## src/rtl/ball_pkg.sv

```systemverilog
// rtl/ball_pkg.sv - shared state encoding, screen geometry and clamp limits for the ball sequencer
package ball_pkg;

    typedef enum logic [1:0] {
        IDLE   = 2'd0,
        CALC_X = 2'd1,
        CALC_Y = 2'd2,
        COMMIT = 2'd3
    } state_t;

    localparam int H_ACTIVE  = 640;
    localparam int V_ACTIVE  = 480;
    localparam int BALL_SIZE = 20;
    localparam int INIT_X    = 320;
    localparam int INIT_Y    = 240;

    localparam logic [9:0] X_MIN = 10'(BALL_SIZE);
    localparam logic [9:0] X_MAX = 10'(H_ACTIVE - BALL_SIZE);
    localparam logic [9:0] Y_MIN = 10'(BALL_SIZE);
    localparam logic [9:0] Y_MAX = 10'(V_ACTIVE - BALL_SIZE);

endpackage

```

## src/rtl/axis_step.sv

```systemverilog
// rtl/axis_step.sv - combinational clamp-and-reverse step for one axis
module axis_step (
    input  logic [9:0] pos,
    input  logic       dir,
    input  logic [2:0] step,
    input  logic [9:0] pos_min,
    input  logic [9:0] pos_max,
    output logic [9:0] next_pos,
    output logic       next_dir,
    output logic       rev
);

    logic [10:0] sum;
    logic [10:0] diff;
    logic [10:0] min_plus_step;

    // 11-bit arithmetic so the right edge sum cannot wrap and the left edge test never underflows
    assign sum           = {1'b0, pos} + {8'd0, step};
    assign diff          = {1'b0, pos} - {8'd0, step};
    assign min_plus_step = {1'b0, pos_min} + {8'd0, step};

    always_comb begin
        next_pos = pos;
        next_dir = dir;
        rev      = 1'b0;
        if (dir) begin
            if (sum >= {1'b0, pos_max}) begin
                next_pos = pos_max;
                next_dir = 1'b0;
                rev      = 1'b1;
            end else begin
                next_pos = sum[9:0];
            end
        end else begin
            if (({1'b0, pos} < min_plus_step) || (diff <= {1'b0, pos_min})) begin
                next_pos = pos_min;
                next_dir = 1'b1;
                rev      = 1'b1;
            end else begin
                next_pos = diff[9:0];
            end
        end
    end

endmodule

```

## src/rtl/ball_motion_ctrl.sv

```systemverilog
// rtl/ball_motion_ctrl.sv - per-frame ball motion sequencer with atomic X/Y commit and bounce events
module ball_motion_ctrl
    import ball_pkg::*;
(
    input  logic       clk,
    input  logic       reset,
    input  logic       frame_start,
    input  logic       pause,
    input  logic [2:0] speed,
    output logic [9:0] ball_x,
    output logic [9:0] ball_y,
    output logic       dir_x,
    output logic       dir_y,
    output logic       busy,
    output logic       update_done,
    output logic       bounce,
    output logic       corner,
    output logic [7:0] bounce_count,
    output logic       overrun
);

    state_t     state_q, state_d;
    logic [2:0] step_q, step_d;
    logic [9:0] ball_x_q, ball_x_d, ball_y_q, ball_y_d;
    logic       dir_x_q, dir_x_d, dir_y_q, dir_y_d;
    logic [9:0] next_x_q, next_x_d, next_y_q, next_y_d;
    logic       ndir_x_q, ndir_x_d, ndir_y_q, ndir_y_d;
    logic       rev_x_q, rev_x_d, rev_y_q, rev_y_d;
    logic       busy_q, busy_d;
    logic       update_done_q, update_done_d;
    logic       bounce_q, bounce_d;
    logic       corner_q, corner_d;
    logic [7:0] bounce_count_q, bounce_count_d;
    logic       overrun_q, overrun_d;

    logic       use_y;
    logic [9:0] as_pos, as_min, as_max, as_next_pos;
    logic       as_dir, as_next_dir, as_rev;

    // One add/sub unit, steered to the Y operands only during CALC_Y
    assign use_y  = (state_q == CALC_Y);
    assign as_pos = use_y ? ball_y_q : ball_x_q;
    assign as_dir = use_y ? dir_y_q  : dir_x_q;
    assign as_min = use_y ? Y_MIN    : X_MIN;
    assign as_max = use_y ? Y_MAX    : X_MAX;

    axis_step u_axis_step (
        .pos      (as_pos),
        .dir      (as_dir),
        .step     (step_q),
        .pos_min  (as_min),
        .pos_max  (as_max),
        .next_pos (as_next_pos),
        .next_dir (as_next_dir),
        .rev      (as_rev)
    );

    always_comb begin
        state_d        = state_q;
        step_d         = step_q;
        ball_x_d       = ball_x_q;
        ball_y_d       = ball_y_q;
        dir_x_d        = dir_x_q;
        dir_y_d        = dir_y_q;
        next_x_d       = next_x_q;
        next_y_d       = next_y_q;
        ndir_x_d       = ndir_x_q;
        ndir_y_d       = ndir_y_q;
        rev_x_d        = rev_x_q;
        rev_y_d        = rev_y_q;
        update_done_d  = 1'b0;
        bounce_d       = 1'b0;
        corner_d       = 1'b0;
        bounce_count_d = bounce_count_q;
        overrun_d      = overrun_q;

        if (frame_start && (state_q != IDLE)) begin
            overrun_d = 1'b1;
        end

        case (state_q)
            IDLE: begin
                if (frame_start && !pause) begin
                    step_d  = speed;
                    state_d = CALC_X;
                end
            end
            CALC_X: begin
                next_x_d = as_next_pos;
                ndir_x_d = as_next_dir;
                rev_x_d  = as_rev;
                state_d  = CALC_Y;
            end
            CALC_Y: begin
                next_y_d = as_next_pos;
                ndir_y_d = as_next_dir;
                rev_y_d  = as_rev;
                // Event pulses are registered here so they line up with the COMMIT cycle
                update_done_d = 1'b1;
                bounce_d      = rev_x_q | as_rev;
                corner_d      = rev_x_q & as_rev;
                state_d       = COMMIT;
            end
            COMMIT: begin
                ball_x_d       = next_x_q;
                ball_y_d       = next_y_q;
                dir_x_d        = ndir_x_q;
                dir_y_d        = ndir_y_q;
                bounce_count_d = bounce_count_q + {7'd0, rev_x_q} + {7'd0, rev_y_q};
                state_d        = IDLE;
            end
            default: state_d = IDLE;
        endcase

        busy_d = (state_d != IDLE);
    end

    always_ff @(posedge clk or posedge reset) begin
        if (reset) begin
            state_q        <= IDLE;
            step_q         <= 3'd0;
            ball_x_q       <= 10'(INIT_X);
            ball_y_q       <= 10'(INIT_Y);
            dir_x_q        <= 1'b1;
            dir_y_q        <= 1'b1;
            next_x_q       <= 10'(INIT_X);
            next_y_q       <= 10'(INIT_Y);
            ndir_x_q       <= 1'b1;
            ndir_y_q       <= 1'b1;
            rev_x_q        <= 1'b0;
            rev_y_q        <= 1'b0;
            busy_q         <= 1'b0;
            update_done_q  <= 1'b0;
            bounce_q       <= 1'b0;
            corner_q       <= 1'b0;
            bounce_count_q <= 8'd0;
            overrun_q      <= 1'b0;
        end else begin
            state_q        <= state_d;
            step_q         <= step_d;
            ball_x_q       <= ball_x_d;
            ball_y_q       <= ball_y_d;
            dir_x_q        <= dir_x_d;
            dir_y_q        <= dir_y_d;
            next_x_q       <= next_x_d;
            next_y_q       <= next_y_d;
            ndir_x_q       <= ndir_x_d;
            ndir_y_q       <= ndir_y_d;
            rev_x_q        <= rev_x_d;
            rev_y_q        <= rev_y_d;
            busy_q         <= busy_d;
            update_done_q  <= update_done_d;
            bounce_q       <= bounce_d;
            corner_q       <= corner_d;
            bounce_count_q <= bounce_count_d;
            overrun_q      <= overrun_d;
        end
    end

    assign ball_x       = ball_x_q;
    assign ball_y       = ball_y_q;
    assign dir_x        = dir_x_q;
    assign dir_y        = dir_y_q;
    assign busy         = busy_q;
    assign update_done  = update_done_q;
    assign bounce       = bounce_q;
    assign corner       = corner_q;
    assign bounce_count = bounce_count_q;
    assign overrun      = overrun_q;

endmodule

```

## config.mk

```make
export PLATFORM = sky130hd
export DESIGN_NAME = ball_motion_ctrl
export DESIGN_NICKNAME = d
export VERILOG_FILES = /design/src/rtl/ball_pkg.sv /design/src/rtl/axis_step.sv /design/src/rtl/ball_motion_ctrl.sv
export SDC_FILE = /design/constraint.sdc
export NUM_CORES = 1
export LEC_CHECK = 0
export BUFFER_PORTS_ARGS = -buffer_cell sky130_fd_sc_hd__buf_2
export CORE_MARGIN = 3
export CORE_UTILIZATION = 63
export CTS_CLUSTER_SIZE = 30
export DETAILED_ROUTE_END_ITERATION = 6
export PLACE_DENSITY = 0.85
export SYNTH_ARGS = -nofsm -noshare
export SYNTH_HDL_FRONTEND = slang
export SYNTH_SLANG_ARGS = --single-unit
```

## constraint.sdc

```tcl
create_clock -name clk -period 11.55 [get_ports clk]
set_input_delay 1.7325 -clock clk [delete_from_list [all_inputs] [get_ports clk]]
set_output_delay 1.7325 -clock clk [all_outputs]
set_load 0.1 [all_outputs]
```

==> results.tsv, run 1 <==
metric	value	unit
status	finished, final reports clean	
wire_per_inst	17.3	µm
maxSlewHeadroom	36.4	%
worstSetupStartpointType	register	
finalMaxSlewViolations	0	
async_flop_share	100	%
synth_area_leaders	dfrtp_1, dfstp_2, mux2_2	
cts-root-buf	clkbuf_8	
clock_skew	0.00891	ns
rsz0062_at_grt	no	
ys_seq_area_share	43.2	%
clkSinkCount	64	
synth_top_family_by_area	compound AO/OA/AOI/OAI gates	
drtIter0Drc	201	
antenna_cells	0	
path_class	register to register	
muxShareOfSynthArea	12.2	%
postSynthCellCount	343	
drc_errors	0	
syn_nets	370	
hold_class	register to register	
cts_resized	0	
yosysTopAreaCellShare	32.0	%
ys.flop_type	dfrtp_1	
coreArea	0.00564	mm²
firstDrtPassIters	4	
ff2ff_path_depth	20	
synthXorXnorAreaFrac	4.20	%
final.setup.worst_slack	6.33	ns
clk_pin_slew_worst_paths	0.07	ns
crit_fanout	47	
hold_depth	1	
insertion_delay	0.35	ns
dieWidth	83.2	µm
synth-simple-area-share	11.3	%
synth_seq_cells	64	
ant_nets	0	
synth.avg_cell_area	10.9	µm²
wl	7.95	mm
antenna_found_initial	0	
cts_tree	done	
finalSetupViolCount	0	
yosysTopAreaCell	dfrtp_1	
dieArea	0.00692	mm²
end_kind	register	
synth_warnings	0	
worst_pin_slew	0.927	ns
io_buffers	41	
synth_compound_area_share	16.7	%
rows	27	
post_cts_buffers	0	
syn-cell-area	0.00375	mm²
grt_overflow	0	
die_height	83.2	µm
synth_cell_types	66	
grt_usage	24.5	%
grt_pass1_vias	2801	
syn2layout_area_growth	12.2	%
worstPathRequired	11.79	ns
dp_slack	6.44	ns
initial_utilization	66.6	%
vias	2835	
finalHoldViolCount	0	
post-dp-hpwl	5.54	mm
cap_violations	0	
grt_max_degree	65	
final_nets	410	
drive_gt1_share	33.8	%
synth_edf_count	0	
cts_buffer_depth	2	
yosys.area_share.adder	7.26	%
r2r_slack	6.33	ns
period_share	45.2	%
tns	0	ns
worstPathArrival	5.45	ns
gp_congestion	0.954	
pin_count	42	
fin_crit	5.22	ns
vias_per_cell	6.16	
htree_levels	3	
hold_buffers	0	
cts_buffers	9	
fmax	192	MHz
grt_pass1_wl	13.6	mm
## cell type report
cell class                 count  area [µm²]
multi-input combinational    236        1940
sequential                    64        1620
fill                         402        1430
timing repair buffer          45         235
clock buffer                   9         124
inverter                      27         101
clock inverter                 7        96.3
tap                           72        90.1
## sequential cells by signal, indices dropped and copies added (netlist names), 2 cells and up
register and flops:
ball_x 10, ball_y 10, bounce_count 8, next_x_q 10, next_y_q 10, state_q 2
step_q 3
## synthesized netlist by cell type (3+ instances only)
master / instances
o221ai_1: 10
buf_6: 3
xor2_1: 6
and3_1: 4
buf_2: 3
nand3_1: 3
nor2b_1: 8
nand2_1: 20
o21ai_0: 6
nand2b_1: 4
dfrtp_1: 48
nand4_1: 4
xnor2_1: 12
clkbuf_1: 7
a31oi_1: 4
mux2i_1: 6
fa_1: 3
nor3_1: 6
inv_1: 27
o211ai_1: 6
a21oi_1: 13
dfstp_2: 16
or3_1: 3
mux2_2: 33
a21o_1: 4
ha_1: 17
nor2_1: 18
## final timing paths
path                            start               to
max                        state_q[0]      next_y_q[2]
min                           overrun          overrun
max reg2reg                state_q[0]      next_y_q[2]
min reg2reg                   overrun          overrun
max in group asynchronous       reset        ball_x[3]
min in group asynchronous       reset  bounce_count[5]
## layer usage
metal / share of wire (%) / global-route usage (%) / vias to the layer above
met5: 0 / 0 / -
met4: 2.1 / 9.06 / 0
met3: 7.0 / 6.25 / 19
met2: 48 / 37.8 / 107
met1: 43 / 33.3 / 1392
li1: - / - / 1317
## cells in the final DEF, fill, tap and decap left out, types with 6 or more instances in the layout
cell type  netlist  routed
a21oi_1         13      13
buf_2            3      41
clkbuf_8         0       9
dfrtp_1         48      48
dfstp_2         16      16
ha_1            17      16
inv_1           27      26
mux2_2          33      33
mux2i_1          6       6
nand2_1         20      20
nor2_1          18      18
nor2b_1          8       8
nor3_1           6       6
o211ai_1         6       6
o21ai_0          6       6
o221ai_1        10      10
xnor2_1         12      12
xor2_1           6       6
## kinds of logic after synthesis
kind of cell,count (synthesis)
muxes,41
DFF,64
xor gates and xnor gates,18
and+or+nand+nor,82
buffers and inverters,43
adders and majority gates,20
AOI/OAI and AO/OA,75
## per-stage QoR
stage | hold slack, ns | utilization, % | area [µm²] | cells
final | 0.455 | 74.7 | 4210 | 460
after floorplan | 0.465 | - | 3750 | 343
after global routing | 0.480 | 74.7 | 4210 | 460
after detailed placement | 0.440 | 70.8 | 3990 | 444
after global placement | 0.432 | 70.8 | 3990 | 444
after CTS | 0.457 | 74.7 | 4210 | 460
## worst max-delay path, stage by stage (launching register included)
cell and delay (ns):
dfrtp_1 0.42, inv_1 0.13, ha_2 0.18, buf_4 0.44, mux2_2 0.28, ha_1 0.16
inv_1 0.06, fa_1 0.47, o21ba_1 0.28, a211o_2 0.32, nor2_1 0.11, nor2_1 0.05
a21oi_1 0.23, ha_1 0.30, a21o_1 0.16, a21oi_1 0.23, o31ai_4 0.13, nand2b_1 0.21
o32ai_4 0.47, a211oi_1 0.16, a211o_1 0.32
Power of run 1 is not shown: default switching activity piles up to over one toggle a cycle in this logic, so the estimate is an artifact.
==> run 2: changes to the inputs <==
--- a/config.mk
+++ b/config.mk
@@ -7,10 +7,10 @@
 export LEC_CHECK = 0
 export BUFFER_PORTS_ARGS = -buffer_cell sky130_fd_sc_hd__buf_2
 export CORE_MARGIN = 3
-export CORE_UTILIZATION = 63
+export CORE_UTILIZATION = 53
 export CTS_CLUSTER_SIZE = 30
 export DETAILED_ROUTE_END_ITERATION = 6
-export PLACE_DENSITY = 0.85
+export PLACE_DENSITY = 0.76
 export SYNTH_ARGS = -nofsm -noshare
 export SYNTH_HDL_FRONTEND = slang
 export SYNTH_SLANG_ARGS = --single-unit
==> constraint.sdc (replaced) <==
create_clock -name clk -period 4.4 [get_ports clk]
set_input_delay 0.66 -clock clk [delete_from_list [all_inputs] [get_ports clk]]
set_output_delay 0.66 -clock clk [all_outputs]
set_load 0.1 [all_outputs]
==> results.tsv, run 2 (synthesis gave the netlist of run 1 again) <==
metric	value	unit	change
initial_utilization	55.0	%	-12 points
reg2reg_from	state_q[0]		
pin_count	42		unchanged
dieArea	0.00813	mm²	+17%
grtUsageMet3	4.94	%	-1.3 points
grt_usage	21.0	%	-3.5 points
layout_common_cells	dfrtp_1, buf_2, mux2_2		
rsz0062_at_grt	no		
coreArea	0.00683	mm²	+21%
end_kind	register		
cap_violations	0		unchanged
worstPathArrival	4.45	ns	-1.00 ns
final-seq-area	0.00162	mm²	+0.15%
vias_per_cell	5.68		-7.8%
worstSetupStartpointType	register		
post-dp-hpwl	5.81	mm	+5.0%
insertion_delay	0.34	ns	about the same
cts_buffers	9		unchanged
dieWidth	90.2	µm	+8.4%
ant_nets	0		unchanged
period_share	96.0	%	+51 points
clkSinkCount	64		unchanged
rows	30		+11%
fin_crit	4.23	ns	-0.991 ns
worst_pin_slew	0.928	ns	+0.000867 ns
firstDrtPassIters	4		unchanged
regToRegEndpoint	next_x_q[2]		
cp_slowest_cell	or4_1		
final_nets	418		+2.0%
clk_pin_slew_worst_paths	0.07	ns	about the same
drtIter0Drc	129		-36%
grt_max_degree	65		unchanged
finalCoreUtilization	64.2	%	-10 points
cts_buffer_depth	2		unchanged
antenna_cells	0		unchanged
grt-busiest-layer	met2		
hold_depth	1		unchanged
drive_gt1_share	37.1	%	+3.4 points
path_class	register to register		
fmax	237	MHz	+23%
clock_skew	0.0112	ns	+0.00225 ns
hold_end	overrun		
multiInputGateArea	0.00200	mm²	+2.9%
finalSetupViolCount	0		unchanged
drc_errors	0		unchanged
ff2ff_path_depth	19		-5.0%
cts_tree	done		
r2r_slack	0.17	ns	-6.16 ns
grt_pass1_vias	2826		+0.89%
wire_per_inst	16.6	µm	-4.1%
use_met2	32.4	%	-5.5 points
htree_levels	3		unchanged
grt_overflow	0		unchanged
die_height	90.2	µm	+8.4%
worstPathCellList	inv_2 > ha_4 > mux2_4 > ha_4 > inv_1 > fa_2 > o21ba_4 > a211o_4 > nor2_1 > nor2_1 > a21oi_2 > ha_1 > a21o_1 > a21oi_2 > o31ai_4 > or4_1 > o221a_1 > o311a_1 > a211o_1		
final.setup.worst_slack	0.174	ns	-6.16 ns
min-delay-start	overrun		
gp_congestion	0.907		-4.9%
io_buffers	41		unchanged
dp_slack	0.113	ns	-6.33 ns
finalHoldViolCount	0		unchanged
nFillCells	551		+37%
layout_commonest_cell	dfrtp_1		
status	finished, final reports clean		
crit_fanout	7		-85%
maxSlewHeadroom	36.4	%	-0.059 points
finalMaxSlewViolations	0		unchanged
tns	0	ns	unchanged
slowest_delay	0.42	ns	-0.05 ns
cts-root-buf	clkbuf_8		
grtUsageMet1	28.5	%	-4.8 points
syn2layout_area_growth	16.8	%	
wl	8.15	mm	+2.6%
grt_pass1_wl	13.9	mm	+1.7%
vias	2796		-1.4%
antenna_found_initial	0		unchanged
worstPathRequired	4.62	ns	-7.17 ns
hold_class	register to register		
==> run 2: changes by cell type in the layout (fill, tap and decap cells not counted), moves of 2 or more <==
cell,previous run,this run
a21oi_1,13,11
a21oi_2,1,3
buf_4,4,12
clkinv_4,3,1
dfrtp_1,48,46
dfrtp_2,0,2
ha_4,0,2
==> run 2: how the worst max path moves through the flow <==
stage / startpoint / end / slack, ns / cells past startpoint
3_5_place_dp: state_q[0] / next_x_q[2] / 0.11 / 19
2_1_floorplan: state_q[0] / next_x_q[2] / 0.04 / 22
5_1_grt: state_q[0] / next_x_q[2] / 0.004 / 16
4_1_cts: state_q[0] / next_x_q[2] / 0.1 / 19
3_3_place_gp: state_q[0] / next_y_q[2] / 0.22 / 19
6_report: state_q[0] / next_x_q[2] / 0.17 / 19
==> run 2: cell type report <==
class	count	area share [%]
Clock inverter	5	2.37
Sequential cell	64	37.0
Multi-Input combinational cell	236	45.6
Timing Repair Buffer	53	6.73
Inverter	27	2.31
Tap cell	96	2.74
Clock buffer	11	3.22
==> run 2: critical path: cells and delay by family, from the launching register on <==
family                     cells  cell delay, ns
buffers and inverters          2            0.15
AOI/OAI and AO/OA              9            1.81
and+or+nand+nor                3            0.57
muxes                          1            0.18
adders and majority gates      4            0.98
DFF                            1            0.41
==> run 2: per-stage QoR <==
stage                     hold slack (ns)  cell area (µm²)  std cells
after floorplan                     0.465             3820        343
final                               0.451             4390        492
after CTS                           0.455             4360        489
after global routing                0.495             4390        492
after global placement              0.441             4110        473
after detailed placement            0.440             4110        473
==> run 2: per-layer routing <==
layer	share of wire (%)	wire length, µm	up-vias
met2	47	3800	81
met5	0	0	-
met4	2.5	201	0
met1	45	3680	1358
li1	-	-	1339
met3	5.7	467	18
==> run 2: what timing repair did <==
action	CTS	global route
gates resized for setup	0	1
hold buffers	0	0
setup buffers	0	3
setup endpoints to repair	0	20
Power of run 2 is left out for the same reason.
==> run 3: changes to the inputs <==
--- a/config.mk
+++ b/config.mk
@@ -5,6 +5,7 @@
 export SDC_FILE = /design/constraint.sdc
 export NUM_CORES = 1
 export LEC_CHECK = 0
+export ABC_AREA = 1
 export BUFFER_PORTS_ARGS = -buffer_cell sky130_fd_sc_hd__buf_2
 export CORE_MARGIN = 3
 export CORE_UTILIZATION = 53
==> results.tsv, run 3 <==
metric	value	unit	change
cts_resized	0		unchanged
worstSetupStartpointType	register		
syn_nets	502		+36%
post_cts_buffers	0		unchanged
insertion_delay	0.35	ns	about the same
ys.flop_type	dfrtp_1		
synth_most_common_cell	nand2_1		
vias	3180		+14%
synth_warnings	0		unchanged
synth_seq_cells	64		unchanged
path_class	register to register		
finalMaxSlewViolations	0		unchanged
finalSetupViolCount	0		unchanged
rsz0062_at_grt	no		
syn-cell-area	0.00385	mm²	+2.5%
post-dp-hpwl	6.55	mm	+13%
fmax	249	MHz	+5.0%
ant_nets	0		unchanged
clkSinkCount	64		unchanged
crit_path_start	state_q[0]		
tns	0	ns	unchanged
pin_count	42		unchanged
grt_max_degree	65		unchanged
drive_gt1_share	23.8	%	-13 points
dp_slack	0.395	ns	+0.282 ns
gp_congestion	0.962		+6.2%
postPlaceCellArea	0.00411	mm²	about the same
crit_fanout	18		+11
grt_pass1_vias	3239		+15%
cp_slowest_cell	o21ai_0		
cts_buffer_depth	2		unchanged
maxSlewHeadroom	47.3	%	+11 points
ys_seq_area_share	42.1	%	-1.0 points
slowest_delay	0.53	ns	+0.11 ns
antenna_cells	0		unchanged
r2r_slack	0.38	ns	+0.20 ns
postSynthCellCount	475		+38%
dieWidth	91.2	µm	+1.1%
drc_errors	0		unchanged
endpoint	next_x_q[2]		
fin_crit	4.02	ns	-0.203 ns
cap_violations	0		unchanged
hold_buffers	0		unchanged
end_kind	register		
finalHoldViolCount	0		unchanged
die_height	91.2	µm	+1.1%
wl	8.84	mm	+8.4%
regToRegEndpoint	next_x_q[2]		
worst_pin_slew	0.790	ns	-0.138 ns
synth_cell_types	38		-42%
layout_commonest_cell	nand2_1		
rows	30		unchanged
layout_common_cells	nand2_1, inv_1, dfrtp_1		
cts-root-buf	clkbuf_8		
clk_pin_slew_worst_paths	0.08	ns	about the same
final_nets	543		+30%
synth_edf_count	0		unchanged
synth_area_leaders	dfrtp_1, nand2_1, dfstp_2		
cts_buffers	9		unchanged
final_area	0.00434	mm²	-1.1%
initial_utilization	55.7	%	+0.74 points
syn2layout_area_growth	12.7	%	
reg2reg_from	state_q[0]		
clock_skew	0.0137	ns	+0.00257 ns
grt_pass1_wl	15.2	mm	+9.9%
yosysTopAreaCellShare	31.2	%	-0.77 points
status	finished, final reports clean		
synth.avg_cell_area	8.10	µm²	-26%
synthTopCellsByCount	nand2_1, inv_1, dfrtp_1, nand3_1, o21ai_0		
hold_class	register to register		
io_buffers	41		unchanged
worstPathCellList	inv_1 > ha_2 > o21ai_0 > inv_1 > fa_1 > o21ai_2 > nand3_4 > nor2_8 > nand2_1 > o21ai_0 > inv_1 > ha_1 > nand3_1 > nand2_1 > a21oi_4 > nand3_4 > or2_1 > nand3_1 > nand2_1		
vias_per_cell	5.15		-9.3%
worstPathArrival	4.26	ns	-0.19 ns
grt_usage	23.1	%	+2.1 points
yosysTopAreaCell	dfrtp_1		
htree_levels	3		unchanged
grt_overflow	0		unchanged
ff2ff_path_depth	19		unchanged
final.setup.worst_slack	0.377	ns	+0.203 ns
wire_per_inst	14.3	µm	-14%
drtIter0Drc	193		+50%
firstDrtPassIters	4		unchanged
coreArea	0.00691	mm²	+1.1%
worstPathRequired	4.64	ns	+0.02 ns
async_flop_share	100	%	unchanged
antenna_found_initial	0		unchanged
period_share	91.4	%	-4.6 points
dieArea	0.00832	mm²	+2.3%
cts_tree	done		
run 3: changes by cell type in the layout (fill, tap and decap cells not counted), sizes merged, moves of 7 or more:
cell,before,now
nand2,20,196
mux2,33,1
inv,27,57
nand3,3,32
o21ai,9,29
o221ai,10,0
xnor2,12,2
buf,53,45
mux2i,8,0
nor2b,8,0
a21oi,14,7
nand4,4,11
o211ai,7,0
run 3: final cells by class:
class | count | area (µm²)
Inverter | 56 | 218
Sequential cell | 64 | 1620
Clock inverter | 6 | 90.1
Fill cell | 663 | 2570
Multi-Input combinational cell | 340 | 1920
Tap cell | 96 | 120
Clock buffer | 10 | 138
Timing Repair Buffer | 45 | 235
run 3: routing by layer:
metal  GRT usage [%]  routed length [µm]
met5               0                   0
met2            38.9                4360
met1            27.4                3770
met3            6.05                 376
met4            10.9                 331
run 3: stage by stage:
step | utilization, % | hold WS, ns | std cells
2_1_floorplan | - | 0.448 | 475
3_3_place_gp | 59.5 | 0.452 | 601
3_5_place_dp | 59.5 | 0.460 | 601
4_1_cts | 62.8 | 0.472 | 617
5_1_grt | 62.8 | 0.487 | 617
6_report | 62.8 | 0.465 | 617
run 3: worst min-delay path by stage:
stage,startpoint,endpoint,slack [ns],cells past startpoint
final,bounce_count[7],bounce_count[7],0.46,1
after detailed placement,bounce_count[7],bounce_count[7],0.46,1
after floorplan,ndir_x_q,dir_x,0.45,2
after global placement,bounce_count[7],bounce_count[7],0.45,1
after global routing,next_x_q[8],next_x_q[8],0.49,2
after CTS,next_x_q[8],next_x_q[8],0.47,2
run 3: cell families after synthesis:
family	Yosys count	share of synthesized area, %
compound gates	42	6.54
xor+xnor	9	2.05
fa+ha+maj	20	7.09
buf+inv	71	8.13
flops	64	42.1
mux	1	0.293
simple gates	268	33.8
run 3: critical path: cells and delay by family (launching register included):
kind | cells | cell delay [ns]
adder cells (fa/ha/maj) | 3 | 1.08
AO/OA/AOI/OAI | 4 | 1.11
buffers and inverters | 3 | 0.31
AND/OR/NAND/NOR | 9 | 1.02
flip-flops | 1 | 0.38
Power of run 3 is left out for the same reason.
